--- config.mk ---
export PLATFORM = sky130hd
export DESIGN_NAME = pipe_stage_buffer
export DESIGN_NICKNAME = d
export VERILOG_FILES = /design/src/rtl/pipe_stage_buffer.sv
export SDC_FILE = /design/constraint.sdc
export NUM_CORES = 1
export LEC_CHECK = 0
export ABC_AREA = 1
export ABC_CLOCK_PERIOD_IN_PS = 5950
export BUFFER_PORTS_ARGS = -buffer_cell sky130_fd_sc_hd__buf_2
export CAP_MARGIN = 15
export CORE_AREA = 2 2 143 131
export DETAILED_ROUTE_END_ITERATION = 16
export DIE_AREA = 0 0 145 133
export PLACE_DENSITY = 0.6
export SETUP_SLACK_MARGIN = 0.05
export SYNTH_ARGS = -nofsm -noshare
export SYNTH_HDL_FRONTEND = slang
export SYNTH_SLANG_ARGS = --single-unit
--- constraint.sdc ---
create_clock -name clk_i -period 5.95 [get_ports clk_i]
set_clock_uncertainty 0.1 [all_clocks]
set_input_delay 0.2975 -clock clk_i [delete_from_list [all_inputs] [get_ports clk_i]]
set_output_delay 0.2975 -clock clk_i [all_outputs]
set_load 0.02 [all_outputs]
--- src/rtl/pipe_stage_buffer.sv ---
// Elastic inter-stage buffer: DEPTH-entry first-word-fall-through queue
// with valid/ready handshake on both sides and a synchronous flush.
module pipe_stage_buffer #(
    parameter int WIDTH = 64,
    parameter int DEPTH = 2,
    localparam int CW = $clog2(DEPTH + 1),
    localparam int AW = $clog2(DEPTH)
) (
    input  logic             clk_i,
    input  logic             rstn_i,
    input  logic             flush_i,
    input  logic             valid_i,
    input  logic [WIDTH-1:0] data_i,
    output logic             ready_o,
    output logic             valid_o,
    output logic [WIDTH-1:0] data_o,
    input  logic             ready_i,
    output logic [CW-1:0]    count_o
);

    logic [WIDTH-1:0] mem_q [DEPTH];
    logic [AW-1:0]    wp_q, wp_d;
    logic [AW-1:0]    rp_q, rp_d;
    logic [CW-1:0]    cnt_q, cnt_d;
    logic             push;
    logic             pop;

    // Handshake outputs come only from registered state.
    assign ready_o = (cnt_q != CW'(DEPTH));
    assign valid_o = (cnt_q != '0);
    assign data_o  = valid_o ? mem_q[rp_q] : '0;
    assign count_o = cnt_q;

    assign push = valid_i & ready_o;
    assign pop  = valid_o & ready_i;

    always_comb begin
        wp_d  = wp_q;
        rp_d  = rp_q;
        cnt_d = cnt_q;
        if (flush_i) begin
            wp_d  = '0;
            rp_d  = '0;
            cnt_d = '0;
        end else begin
            if (push) wp_d = wp_q + AW'(1);
            if (pop)  rp_d = rp_q + AW'(1);
            unique case ({push, pop})
                2'b10:   cnt_d = cnt_q + CW'(1);
                2'b01:   cnt_d = cnt_q - CW'(1);
                default: cnt_d = cnt_q;
            endcase
        end
    end

    always_ff @(posedge clk_i or negedge rstn_i) begin
        if (!rstn_i) begin
            wp_q  <= '0;
            rp_q  <= '0;
            cnt_q <= '0;
        end else begin
            wp_q  <= wp_d;
            rp_q  <= rp_d;
            cnt_q <= cnt_d;
        end
    end

    // Payload storage is not reset; data_o is masked while empty.
    always_ff @(posedge clk_i) begin
        if (push && !flush_i) mem_q[wp_q] <= data_i;
    end

endmodule

# ---- Yosys cells after proc, flatten, opt, wreduce, memory -nomap -nowiden
# Memory sizes are Yosys's and may differ from the RTL's.
# Cells that the tools add are included.
dict set report word_totals {
  ff_bits 4
  inputBits 69
  ram_bits 128
  n_memories 1
}
dict set report classes {
  mux 9
  n_reduce_logical 6
  bitwise 2
  addsub 4
  n_eq_ne 3
}
# name depth word_bits rd rd_clocked_by_memory_dff write_ports line_no
set mem_list {}
lappend mem_list {mem_q 2 64 1 0 1 21} ;# logic [WIDTH-1:0] mem_q [DEPTH];
# op count
set ops {}
lappend ops {{$mux W64} 1}
lappend ops {{$mux W1} 6}
lappend ops {{$reduce_bool A2 Y1} 3}
lappend ops {{$pmux W2 S2} 1}
lappend ops {{$reduce_bool A3 Y1} 1}
lappend ops {{$add A1 B1 Y1 const B} 2}
lappend ops {{$add A2 B1 Y2 const B} 1}
lappend ops {{$and A1 B1 Y1} 2}
lappend ops {{$eq A2 B1 Y1 const B} 1}
lappend ops {{$eq A2 B2 Y1 const B} 1}
lappend ops {{$mux W2} 1}
lappend ops {{$ne A2 B2 Y1 const B} 1}
lappend ops {{$sub A2 B1 Y2 const B} 1}
lappend ops {{$logic_and A1 B1 Y1} 1}
lappend ops {{$logic_not A1 Y1} 1}

# ---- Longest topological paths before layout
# Gate-level depths: netlist (run 1).
dict set report logic_depth {
  depth_word 5
  depth_mapped 7
}

# ---- Worst setup path after synthesis (run 1)
# OpenSTA, ideal clock, no wires.
dict set report synth_timing {
  kind {register to register}
  from {register cnt_q[0], in the netlist count_o[0]}
  to {memory mem_q[0][0], enable pin}
  required_time_ns 5.364
  path_stages_with_launch 5
  arrival_ns 3.529
  n_path_buf 0
  setup_slack_ns 1.835
  setup_time_ns 0.486
  path_cell_list {dfrtp_1 inv_2 a21oi_2 nand2_1 nor2_1}
}
dict set report synth_between {
  elab_chain_cells 5
}
# element line_no
set synth_rtl {}
lappend synth_rtl {{start, declared} 24} ;# logic [CW-1:0] cnt_q, cnt_d;
lappend synth_rtl {{start signal, assigned} 64} ;# cnt_q <= cnt_d;
lappend synth_rtl {{$ne A2 B2 Y1} 29} ;# assign ready_o = (cnt_q != CW'(DEPTH));
lappend synth_rtl {{$and A1 B1 Y1} 34} ;# assign push = valid_i & ready_o;
lappend synth_rtl {{$logic_and A1 B1 Y1} 70} ;# if (push && !flush_i) mem_q[wp_q] <= data_i;
lappend synth_rtl {{$mux W1} 70}
lappend synth_rtl {{$mux W1 (implied by the code)} 70}
lappend synth_rtl {{end, declared} 21}
# Every way passes these cells.

# ---- Worst setup path after layout (run 1)
dict set report layout_timing {
  from {register cnt_q[1], in the netlist count_o[1]}
  to {output data_o[52]}
}
dict set report layout_between {
  elab_chain_cells 2
}
# element line_no
set layout_rtl {}
lappend layout_rtl {{$reduce_bool A2 Y1} 30} ;# assign valid_o = (cnt_q != '0);
lappend layout_rtl {{$mux W64} 31} ;# assign data_o = valid_o ? mem_q[rp_q] : '0;
lappend layout_rtl {{end, declared} 16} ;# output logic [WIDTH-1:0] data_o,
# Every way passes these cells.

==> summary.md, run 1 <==
| Metric | Value |
|---|---|
| Pwr Total | 2.59 mW |
| Hold buffers post-CTS | 65 |
| First-pass GRT wire length | approximately 19,000 um |
| Sequential area share after synthesis | about three quarters |
| Worst hold-check path type | in -> reg |
| Crit path from | count_o[1] |
| HP Start | flush_i |
| Pwr dens | around 350 mW/mm^2 |
| RR Startpoint | count_o[1] |
| Row cnt | 47 |
| Latest clock arrival within the worst-skew pair | ~0.40 ns |
| FF+latch count, synth | 132 |
| Final Hold Vio Count | 0 |
| Lkg Pwr | between 2 and 3 nW |
| Crit path max-delay family | buffers and inverters |
| Post-Syn Area per Cell | about 14 um^2 |
| GP Congestion | between 0.7 and 0.8 |
| First drt pass iteration count | 4 |
| Maximum vdd drop | around 0.00025 V |
| Critical path buffers and inverters | 2 |
| Net Sw Power | 0.767 mW |
| CP max FO | 37 |
| Met2 wire len | about 6400 um |
| Port buffer count | approximately 140 |
| Max_cap viols | 0 |
| Library cells used by synthesis | 18 |
| DR top layer | met4 |
| Ant diodes | 0 |
| Fillers | approximately 1,700 |
| Antenna viol nets, final | 0 |
| Worst Setup EP | data_o[52] |
| Worst-case reg-to-reg path depth | 7 |
| Critical path cell sequence | nor2_4 > buf_4 > a21oi_1 > buf_2 |
| TritonCTS buffer count | 17 |
| Total congestion overflow | 0 |
| Total number of vias | 3,587 |
| F_max | around 0.32 GHz |
| Worst path depth | 4 |
| Drc violations | 0 |
| Die Width | roughly 150 um |
| Die Y | 133 um |
| Finish-stage setup viols | 0 |
| Min cycle time layout | between 3 and 4 ns |
| Worst path max stage delay | about 0.84 ns |
| DP HPWL | slightly below 7000 um |
| Worst Tran Pin Value | 1.06 ns |
| Initial antenna violation count | 0 |
| CP startpoint kind | register |
| Met1 Routed Length | 4960 um |
| Clock buffer depth | 2 |
| Die Area | 0.0193 mm^2 |
| Final Cycle Share | a little over half |
| Area growth, synth to finish | 39.3% |
| Logic pwr share | a little under a quarter |
| CP max stage cell | nor2_4 |
| Buffer count from post-CTS setup fixing | 0 |
| CP Class | reg -> out |
| DR WL met3 | about 560 um |
| Drt wl/cell | 14.5 um |
| Status | complete, no violations |
| IO Pins | roughly 140 |
| Clk slew on worst S/H paths | 0.05 ns |
| Wirelength, routed | between 10,000 and 15,000 um |
| Post-layout util | between 40 and 50% |
| 1st-iter DRT viols | between 100 and 150 |
| CP required | roughly 5.6 ns |
| Fin. max-slew vios | 0 |
| Int Power | between 1.5 and 2 mW |
| Worst slew margin | around 29% |
| Crit path DAT | roughly 2.8 ns |
| Type of destination of the critical path | output pin |
| Reg-to-reg setup timing slack | 3.23 ns |
| RSZ-0062 raised after global routing | false |
| H-tree depth | 4 |
| Clock group share of total power | a little over a third |
| Warnings from Yosys | 0 |
| TritonCTS clock tree | done |
| Initial Util | between 20% and 30% |
| Vias per std cell | about 4.3 |
| CTS root buf | clkbuf_16 |
| Synth Instances | around 380 |
| Syn nets | between 400 and 500 |
| Largest net degree at the start of global routing | 67 |
| Sw frac | between 20 and 30% |
| Setup_tns | 0 ns |
| Mapped Area | 0.00526 mm^2 |
| Total Routing Usage GR | 12.9% |
| Sink Count | around 130 |
| CTS resizes | 0 |
| Sequential power share | 42.4% |
| R2r endpoint | count_o[1] |
| Layout cells sized above 1 | 39.1% |
| Placeable Area | roughly 0.018 mm^2 |
| Final nets | 652 |
| Number of global-route vias before repair | between 3,000 and 4,000 |
cell usage after synthesis:
library cell | number | area (um^2)
a21oi_2 | 61 | 534
o22ai_1 | 1 | 6.26
inv_2 | 3 | 11.3
a21boi_1 | 1 | 7.51
edfxtp_1 | 128 | 3840
buf_4 | 1 | 7.51
dfrtp_1 | 4 | 100
nor2_1 | 6 | 22.5
o21ai_1 | 1 | 5.00
nand2_1 | 139 | 522
nand4_1 | 1 | 6.26
buf_6 | 6 | 67.6
buf_2 | 12 | 60.1
nand2_2 | 1 | 6.26
a21oi_1 | 5 | 25.0
clkbuf_1 | 2 | 7.51
inv_1 | 3 | 11.3
nand3_1 | 4 | 20.0
per-stage QoR:
stage               hold slack [ns]  area, um^2  instances  worst slack, ns
floorplan                   -0.0981        5260        379             1.84
global placement            0.00508        6160        743             3.23
detailed placement          0.00754        6160        743             3.12
CTS                          0.0435        7310        837             2.68
global route                 0.0595        7330        838             2.57
finish                       0.0678        7330        838             2.78
final cells by class:
cell class | count | area (um^2) | share of cell area (%)
Timing Repair Buffer | 206 | 1380 | 18.8
Clock buffer | 19 | 433 | 5.90
Tap cell | 245 | 307 | 4.18
Multi-Input combinational cell | 220 | 1180 | 16.1
Clock inverter | 10 | 68.8 | 0.938
Sequential cell | 132 | 3950 | 53.8
Inverter | 6 | 22.5 | 0.307
sequential cells by signal (all words and copies together), names as in the netlist:
register  cells
count_o       2
mem_q       128
rp_q          1
wp_q          1
power groups by stage:
stage | combinational, mW | sequential (mW) | clock [mW]
after global placement | 0.548 | 1.11 | 0
final | 0.588 | 1.10 | 0.903
after detailed placement | 0.560 | 1.11 | 0
after CTS | 0.595 | 1.10 | 0.931
after floorplan | 0.388 | 1.12 | 0
after global routing | 0.638 | 1.10 | 0.965
cell usage in the layout, fill, tap and decap left out, drive strengths merged:
cell | synthesis | routed
nand3 | 4 | 4
clkbuf | 2 | 19
a21boi | 1 | 1
buf | 19 | 141
a21oi | 66 | 66
inv | 6 | 6
dlygate4sd3 | 0 | 65
nand2 | 140 | 140
nand4 | 1 | 1
bufinv | 0 | 1
o21ai | 1 | 1
nor2 | 6 | 6
clkinv | 0 | 9
edfxtp | 128 | 128
o22ai | 1 | 1
dfrtp | 4 | 4
how the worst min path moves through the flow:
stage                       endpoint  slack (ns)  depth (start not counted)
after detailed placement  count_o[1]       0.008                          1
after floorplan           count_o[0]        -0.1                          0
after CTS                 count_o[0]        0.04                          4
final                     count_o[0]        0.07                          4
after global routing      count_o[0]        0.06                          4
after global placement    count_o[1]       0.005                          1
worst min-delay path, stage by stage:
cell     delay (ns)
buf_2          0.09
nor2_1         0.04
nand2_1        0.06
nand2_1        0.04
layer usage:
metal  GRT usage, %  vias to the layer above
li1               -                     1737
met2           24.3                       96
met5              0                        -
met3           3.69                       13
met1           13.7                     1741
met4           4.84                        0
logic make-up (layout without fill, tap and decap cells):
group	after synthesis	count (layout)	synth area share [%]
flops	132	132	74.9
buf+inv	27	241	3.14
simple gates	151	151	11.0
compound gates	69	69	11.0
Note: power is estimated with default switching activity, not from simulation.
==> run 2, diff against run 1 <==
--- a/config.mk
+++ b/config.mk
@@ -5,13 +5,13 @@
 export SDC_FILE = /design/constraint.sdc
 export NUM_CORES = 1
 export LEC_CHECK = 0
-export ABC_AREA = 1
-export ABC_CLOCK_PERIOD_IN_PS = 5950
+export ABC_AREA = 0
+export ABC_CLOCK_PERIOD_IN_PS = 3100
 export BUFFER_PORTS_ARGS = -buffer_cell sky130_fd_sc_hd__buf_2
 export CAP_MARGIN = 15
-export CORE_AREA = 2 2 143 131
+export CORE_AREA = 2 2 140 128
 export DETAILED_ROUTE_END_ITERATION = 16
-export DIE_AREA = 0 0 145 133
+export DIE_AREA = 0 0 142 130
 export PLACE_DENSITY = 0.6
 export SETUP_SLACK_MARGIN = 0.05
 export SYNTH_ARGS = -nofsm -noshare
==> constraint.sdc (replaced) <==
create_clock -name clk_i -period 3.1 [get_ports clk_i]
set_clock_uncertainty 0.1 [all_clocks]
set_input_delay 0.155 -clock clk_i [delete_from_list [all_inputs] [get_ports clk_i]]
set_output_delay 0.155 -clock clk_i [all_outputs]
set_load 0.02 [all_outputs]
==> summary.md, run 2 <==
| Metric | Value |
|---|---|
| Clk slew on worst S/H paths | 0.05 ns (about the same) |
| Worst path max stage delay | 0.47 ns (-0.37 ns) |
| Final Cycle Share | between 70 and 80% |
| Top reg by flops | mem_q |
| Most frequent cells after synthesis | edfxtp_1, nor2_1, mux2i_1 |
| Setup_tns | 0 ns (unchanged) |
| Synth Area in Compound Gates | 0.771% (-10 points) |
| Die Width | 142 um (-2.1%) |
| Wirelength, routed | 10,600 um (-13%) |
| First-pass GRT wire length | 16,200 um (-16%) |
| Vias per std cell | 4.29 (+0.18%) |
| Synth Instances | 297 (-22%) |
| Row cnt | 46 (-2.1%) |
| RSZ-0062 raised after global routing | false |
| Sink Count | 132 (unchanged) |
| Number of global-route vias before repair | 3,329 (-13%) |
| Simple-Gate Fraction of Synth Area | 6.12% (-4.8 points) |
| Critical path buffers and inverters | 2 (unchanged) |
| Most common cell in the synthesized netlist | edfxtp_1 |
| Syn nets | 366 (-18%) |
| CTS root buf | clkbuf_16 |
| Final nets | 583 (-11%) |
| IO Pins | 137 (unchanged) |
| Total congestion overflow | 0 (unchanged) |
| Largest net degree at the start of global routing | 53 (-21%) |
| Clock buffer depth | 2 (unchanged) |
| Min cycle time layout | ~2.3 ns |
| Max_cap viols | 0 (unchanged) |
| Ant diodes | 0 (unchanged) |
| Area growth, synth to finish | 45.6% |
| Fin. max-slew vios | 0 (unchanged) |
| Main combinational cell family by area after synthesis | multiplexers |
| Die Area | 0.0185 mm^2 (-4.3%) |
| CP startpoint kind | register |
| TritonCTS buffer count | 17 (unchanged) |
| Initial Util | 29.2% (-0.11 points) |
| Finish-stage setup viols | 0 (unchanged) |
| CP max stage cell | dfrtp_2 |
| Warnings from Yosys | 0 (unchanged) |
| Asr flop ratio synth | 3.03% (unchanged) |
| Status | complete, no violations |
| Placeable Area | 0.0172 mm^2 (-4.1%) |
| Maximum vdd drop | 0.000428 V (+69%) |
| Latest clock arrival within the worst-skew pair | 0.40 ns (about the same) |
| Leading area contributor after synthesis | edfxtp_1 |
| F_max | between 0.4 and 0.5 GHz |
| Worst Tran Pin Value | 0.732 ns (-0.329 ns) |
| Initial antenna violation count | 0 (unchanged) |
| Mux cell area share after synthesis | 12.7% (+13 points) |
| Most common cell after layout, fill and taps aside | buf_2 |
| Mapped Area | 0.00503 mm^2 (-4.4%) |
| Layout cells sized above 1 | 34.2% (-5.0 points) |
| First drt pass iteration count | 4 (unchanged) |
| Crit path max-delay family | simple AND/OR/NAND/NOR gates |
| Critical path cell sequence | nor2_4 > buf_4 > nor2_1 > buf_2 |
| Post-Synth XOR/XNOR Area | 0.174% (+0.17 points) |
| Pwr dens | 636 mW/mm^2 (+80%) |
| Synth top area cells | edfxtp_1, mux2i_1, nor2_1 |
| CP max FO | 26 (-30%) |
| Buffer count from post-CTS setup fixing | 0 (unchanged) |
| CP required | 2.84 ns (-2.71 ns) |
| Crit path DAT | 2.06 ns (-0.72 ns) |
| Drt wl/cell | 14.2 um (-1.8%) |
| CP Class | reg -> out |
| DP HPWL | 6410 um (-5.0%) |
| GP Congestion | 0.648 (-8.7%) |
| Antenna viol nets, final | 0 (unchanged) |
| Post-synthesis adder-cell area fraction | 0% (unchanged) |
| Post-Syn Area per Cell | 16.9 um^2 (+22%) |
| Library cells used by synthesis | 22 (+4) |
| Total Routing Usage GR | 11.7% (-1.2 points) |
| Main synth FF type | edfxtp_1 |
| Die Y | 130 um (-2.3%) |
| Final Hold Vio Count | 0 (unchanged) |
| Type of destination of the critical path | output pin |
| FF+latch count, synth | 132 (unchanged) |
| Worst hold-check path type | in -> reg |
| Fillers | 1,564 (-6.5%) |
| Count of flip-flops with a built-in enable after synthesis | 128 (unchanged) |
| Total number of vias | 3,186 (-11%) |
| Worst slew margin | 51.2% (+22 points) |
| Most frequent cells in the layout | buf_2, edfxtp_1, dlygate4sd3_1, nor2_1, mux2i_1 |
| Sequential area share after synthesis | 78.4% (+3.4 points) |
| Lkg Pwr | 2.81 nW (-1.1%) |
| Drc violations | 0 (unchanged) |
| Yosys top cell area share | 76.4% (+3.4 points) |
| 1st-iter DRT viols | 108 (-6.1%) |
| Port buffer count | 136 (unchanged) |
| Pwr Total | 4.66 mW (+80%) |
| TritonCTS clock tree | done |
| H-tree depth | 4 (unchanged) |
| Largest register FFs | 128 (unchanged) |
run 2: path summary, 6_finish.rpt:
| kind | from | slack (ns) | to | cells after the start |
|---|---|---|---|---|
| setup / recovery | count_o[0] | 0.79 | data_o[41] | 4 |
| hold / removal | valid_i | 0.09 | count_o[0] | 3 |
| setup reg to reg | count_o[1] | 1.00 | mem_q[1][19] | 5 |
| hold reg to reg | wp_q | 0.57 | wp_q | 2 |
| max in group asynchronous | rstn_i | 2.12 | rp_q | 3 |
| min in group asynchronous | rstn_i | 0.57 | count_o[1] | 3 |
run 2: worst register-to-register path: stages (launching register included):
cell and delay, ns:
dfrtp_2 0.45, nor2b_2 0.20, inv_2 0.08, nand2_4 0.07
nor3b_4 0.18, buf_4 0.61
run 2: power by group:
group          internal, mW  switching (mW)  leakage [nW]
combinational         0.216           0.287          1.28
clock                  1.41           0.679         0.304
sequential             2.03          0.0277          1.22
total                  3.66           0.993          2.81
run 2: layout make-up:
type | instances | area [um^2] | share of cell area, %
clock buffer | 20 | 437 | 5.96
timing repair buffer | 212 | 1440 | 19.6
inverter | 3 | 11.3 | 0.154
clock inverter | 12 | 185 | 2.53
tap | 216 | 270 | 3.69
multi-input combinational | 148 | 1040 | 14.1
sequential | 132 | 3950 | 53.9
run 2: metrics by stage:
stage	utilization, %	hold WS [ns]	std cells	worst slack [ns]	instance area (um^2)
3_5_place_dp	34.9	-0.126	642	0.987	6010
3_3_place_gp	34.9	-0.128	642	1.04	6010
5_1_grt	42.6	0.0923	743	0.616	7330
6_report	42.6	0.0908	743	0.787	7330
2_1_floorplan	-	-0.241	297	0.0581	5070
4_1_cts	42.6	0.0628	743	0.706	7330
run 2: per-layer routing:
metal	vias up	global-route usage (%)	share of wire [%]
li1	1541	-	-
met1	1553	12.1	40
met2	84	21.6	54
met3	8	4.99	4.6
met4	0	3.29	1.4
met5	-	0	0
run 2: cells by family after synthesis:
kind of cell              count (synthesis)
AOI/OAI and AO/OA                         7
xor gates and xnor gates                  1
buffers and inverters                    17
DFF                                     132
muxes                                    64
and+or+nand+nor                          76
run 2: timing repair:
| action | CTS | global route |
|---|---|---|
| endpoints found under the hold margin | 136 | 0 |
| hold buffers | 69 | 0 |
| resized for setup | 0 | 0 |
==> run 3, diff against run 2 <==
--- a/config.mk
+++ b/config.mk
@@ -5,13 +5,13 @@
 export SDC_FILE = /design/constraint.sdc
 export NUM_CORES = 1
 export LEC_CHECK = 0
-export ABC_AREA = 0
-export ABC_CLOCK_PERIOD_IN_PS = 3100
+export ABC_AREA = 1
+export ABC_CLOCK_PERIOD_IN_PS = 2400
 export BUFFER_PORTS_ARGS = -buffer_cell sky130_fd_sc_hd__buf_2
 export CAP_MARGIN = 15
-export CORE_AREA = 2 2 140 128
+export CORE_AREA = 2 2 143 131
 export DETAILED_ROUTE_END_ITERATION = 16
-export DIE_AREA = 0 0 142 130
+export DIE_AREA = 0 0 145 133
 export PLACE_DENSITY = 0.6
 export SETUP_SLACK_MARGIN = 0.05
 export SYNTH_ARGS = -nofsm -noshare
==> constraint.sdc (replaced) <==
create_clock -name clk_i -period 2.4 [get_ports clk_i]
set_clock_uncertainty 0.1 [all_clocks]
set_input_delay 0.12 -clock clk_i [delete_from_list [all_inputs] [get_ports clk_i]]
set_output_delay 0.12 -clock clk_i [all_outputs]
set_load 0.02 [all_outputs]
==> summary.md, run 3 (synthesis gave the netlist of run 1 again) <==
| Metric | Value |
|---|---|
| CTS resizes | 0 (unchanged) |
| Met2 GRT Util | 22.4% (+0.73 points) |
| Design Area, Final | 0.00753 mm^2 (+2.8%) |
| Worst Tran Pin Value | 0.765 ns (+0.0333 ns) |
| Drc violations | 0 (unchanged) |
| 1st-iter DRT viols | 176 (+63%) |
| H-tree depth | 4 (unchanged) |
| TritonCTS buffer count | 17 (unchanged) |
| Status | complete, no violations |
| Largest register FFs | 128 (unchanged) |
| HP Start | data_i[41] |
| Die Y | 133 um (+2.3%) |
| Drt wl/cell | 13.8 um (-2.8%) |
| TritonCTS clock tree | done |
| Setup_tns | 0 ns (unchanged) |
| Fin. max-slew vios | 0 (unchanged) |
| Crit path DAT | 1.94 ns (-0.12 ns) |
| Antenna viol nets, final | 0 (unchanged) |
| Number of global-route vias before repair | 3,714 (+12%) |
| Die Width | 145 um (+2.1%) |
| Hold_ws | 0.332 ns (+0.242 ns) |
| Most common cell after layout, fill and taps aside | nand2_1 |
| F_max | ~0.46 GHz |
| Ant diodes | 0 (unchanged) |
| Latest clock arrival within the worst-skew pair | 0.41 ns (about the same) |
| Clock buffer depth | 2 (unchanged) |
| Top reg by flops | mem_q |
| CP max FO | 64 (+150%) |
| DP HPWL | 7030 um (+9.7%) |
| Clk slew on worst S/H paths | 0.06 ns (about the same) |
| Min cycle time layout | approximately 2.2 ns |
| First-pass GRT wire length | 18,400 um (+14%) |
| Worst slew margin | 49.0% (-2.2 points) |
| Lkg Pwr | 2.92 nW (+3.9%) |
| CP startpoint kind | register |
| Initial Util | 29.3% (+0.11 points) |
| Global routing usage on met1 | 13.5% (+1.4 points) |
| Largest net degree at the start of global routing | 65 (+23%) |
| CP required | 2.18 ns (-0.66 ns) |
| Maximum vdd drop | 0.000522 V (+22%) |
| Total number of vias | 3,579 (+12%) |
| Buffer count from post-CTS setup fixing | 0 (unchanged) |
| CP Class | reg -> out |
| First drt pass iteration count | 4 (unchanged) |
| Multi-input gate area | 0.00118 mm^2 (+14%) |
| Die Area | 0.0193 mm^2 (+4.5%) |
| RR Startpoint | count_o[0] |
| Final nets | 660 (+13%) |
| Total Routing Usage GR | 12.3% (+0.66 points) |
| Gr busiest metal | met2 |
| Area growth, synth to finish | 43.0% |
| Row cnt | 47 (+2.2%) |
| Final Hold Vio Count | 0 (unchanged) |
| Max_cap viols | 0 (unchanged) |
| Layout cells sized above 1 | 40.2% (+6.1 points) |
| Sink Count | 132 (unchanged) |
| Met3 usage | 4.03% (-0.96 points) |
| Crit path from | rp_q |
| Final Cycle Share | around 90% |
| Most frequent cells in the layout | nand2_1, buf_2, edfxtp_1, dlygate4sd3_1, a21oi_2 |
| GP Congestion | 0.752 (+16%) |
| Area after DPL | 0.00622 mm^2 (+3.5%) |
| Placeable Area | 0.0179 mm^2 (+4.2%) |
| RSZ-0062 raised after global routing | false |
| Initial antenna violation count | 0 (unchanged) |
| Pwr dens | 911 mW/mm^2 (+43%) |
| Worst hold-check path type | in -> reg |
| Finish-stage setup viols | 0 (unchanged) |
| Fillers | 1,654 (+5.8%) |
| Vias per std cell | 4.22 (-1.7%) |
| Wirelength, routed | 11,700 um (+11%) |
| CTS root buf | clkbuf_16 |
| Total congestion overflow | 0 (unchanged) |
| Type of destination of the critical path | output pin |
| Register area | 0.00395 mm^2 (-0.13%) |
| Port buffer count | 136 (unchanged) |
| IO Pins | 137 (unchanged) |
==> run 3: changes by cell type in the layout (fill, tap and decap cells not counted), sizes merged, moves of 3 or more <==
cell / before / now
nand2: 2 / 140
nor2: 67 / 6
a21oi: 2 / 66
nand3: 1 / 4
mux2i: 64 / 0
inv: 3 / 7
clkinvlp: 0 / 4
==> run 3: worst paths after layout <==
kind                           endpoint  slack, ns  cells past startpoint
min in group asynchronous    count_o[1]       0.52                      3
max in group asynchronous          rp_q       1.49                      3
hold / removal             mem_q[0][41]       0.33                      2
setup reg to reg           mem_q[0][38]       0.49                      5
hold reg to reg                    wp_q       0.47                      1
setup / recovery              data_o[1]       0.24                      4
==> run 3: worst max-delay path, stage by stage, from the launching register on <==
cell     delay, ns
dfrtp_2       0.36
buf_4         0.56
nand2_1       0.14
a21oi_2       0.19
buf_2         0.18
==> run 3: layout make-up <==
cell class / count / share of cell area (%)
Multi-Input combinational cell: 220 / 15.6
Clock buffer: 18 / 5.70
Timing Repair Buffer: 214 / 19.4
Inverter: 6 / 0.299
Clock inverter: 14 / 2.46
Tap cell: 245 / 4.07
Sequential cell: 132 / 52.4
==> run 3: report_power, final <==
part           switching [mW]  internal, mW
clock                   0.939          1.73
combinational           0.987         0.491
sequential             0.0440          2.67
==> run 3: what timing repair did <==
action,CTS,global route
setup endpoints to repair,0,0
endpoints found under the hold margin,135,0
hold buffers,69,0
==> run 3: routing by layer <==
layer | part of all wire, % | vias up
li1 | - | 1758
met1 | 42 | 1700
met2 | 52 | 109
met3 | 5.0 | 12
met4 | 1.5 | 0
met5 | 0 | -
==> run 3: per-stage QoR <==
step	utilization, %	total power [mW]	setup WS [ns]	cells
finish	42.0	6.86	0.244	849
global route	42.0	7.17	0.115	849
CTS	42.0	6.94	0.221	849
detailed placement	34.7	4.18	0.497	748
global placement	34.7	4.14	0.574	748
floorplan	-	3.73	0.0533	379
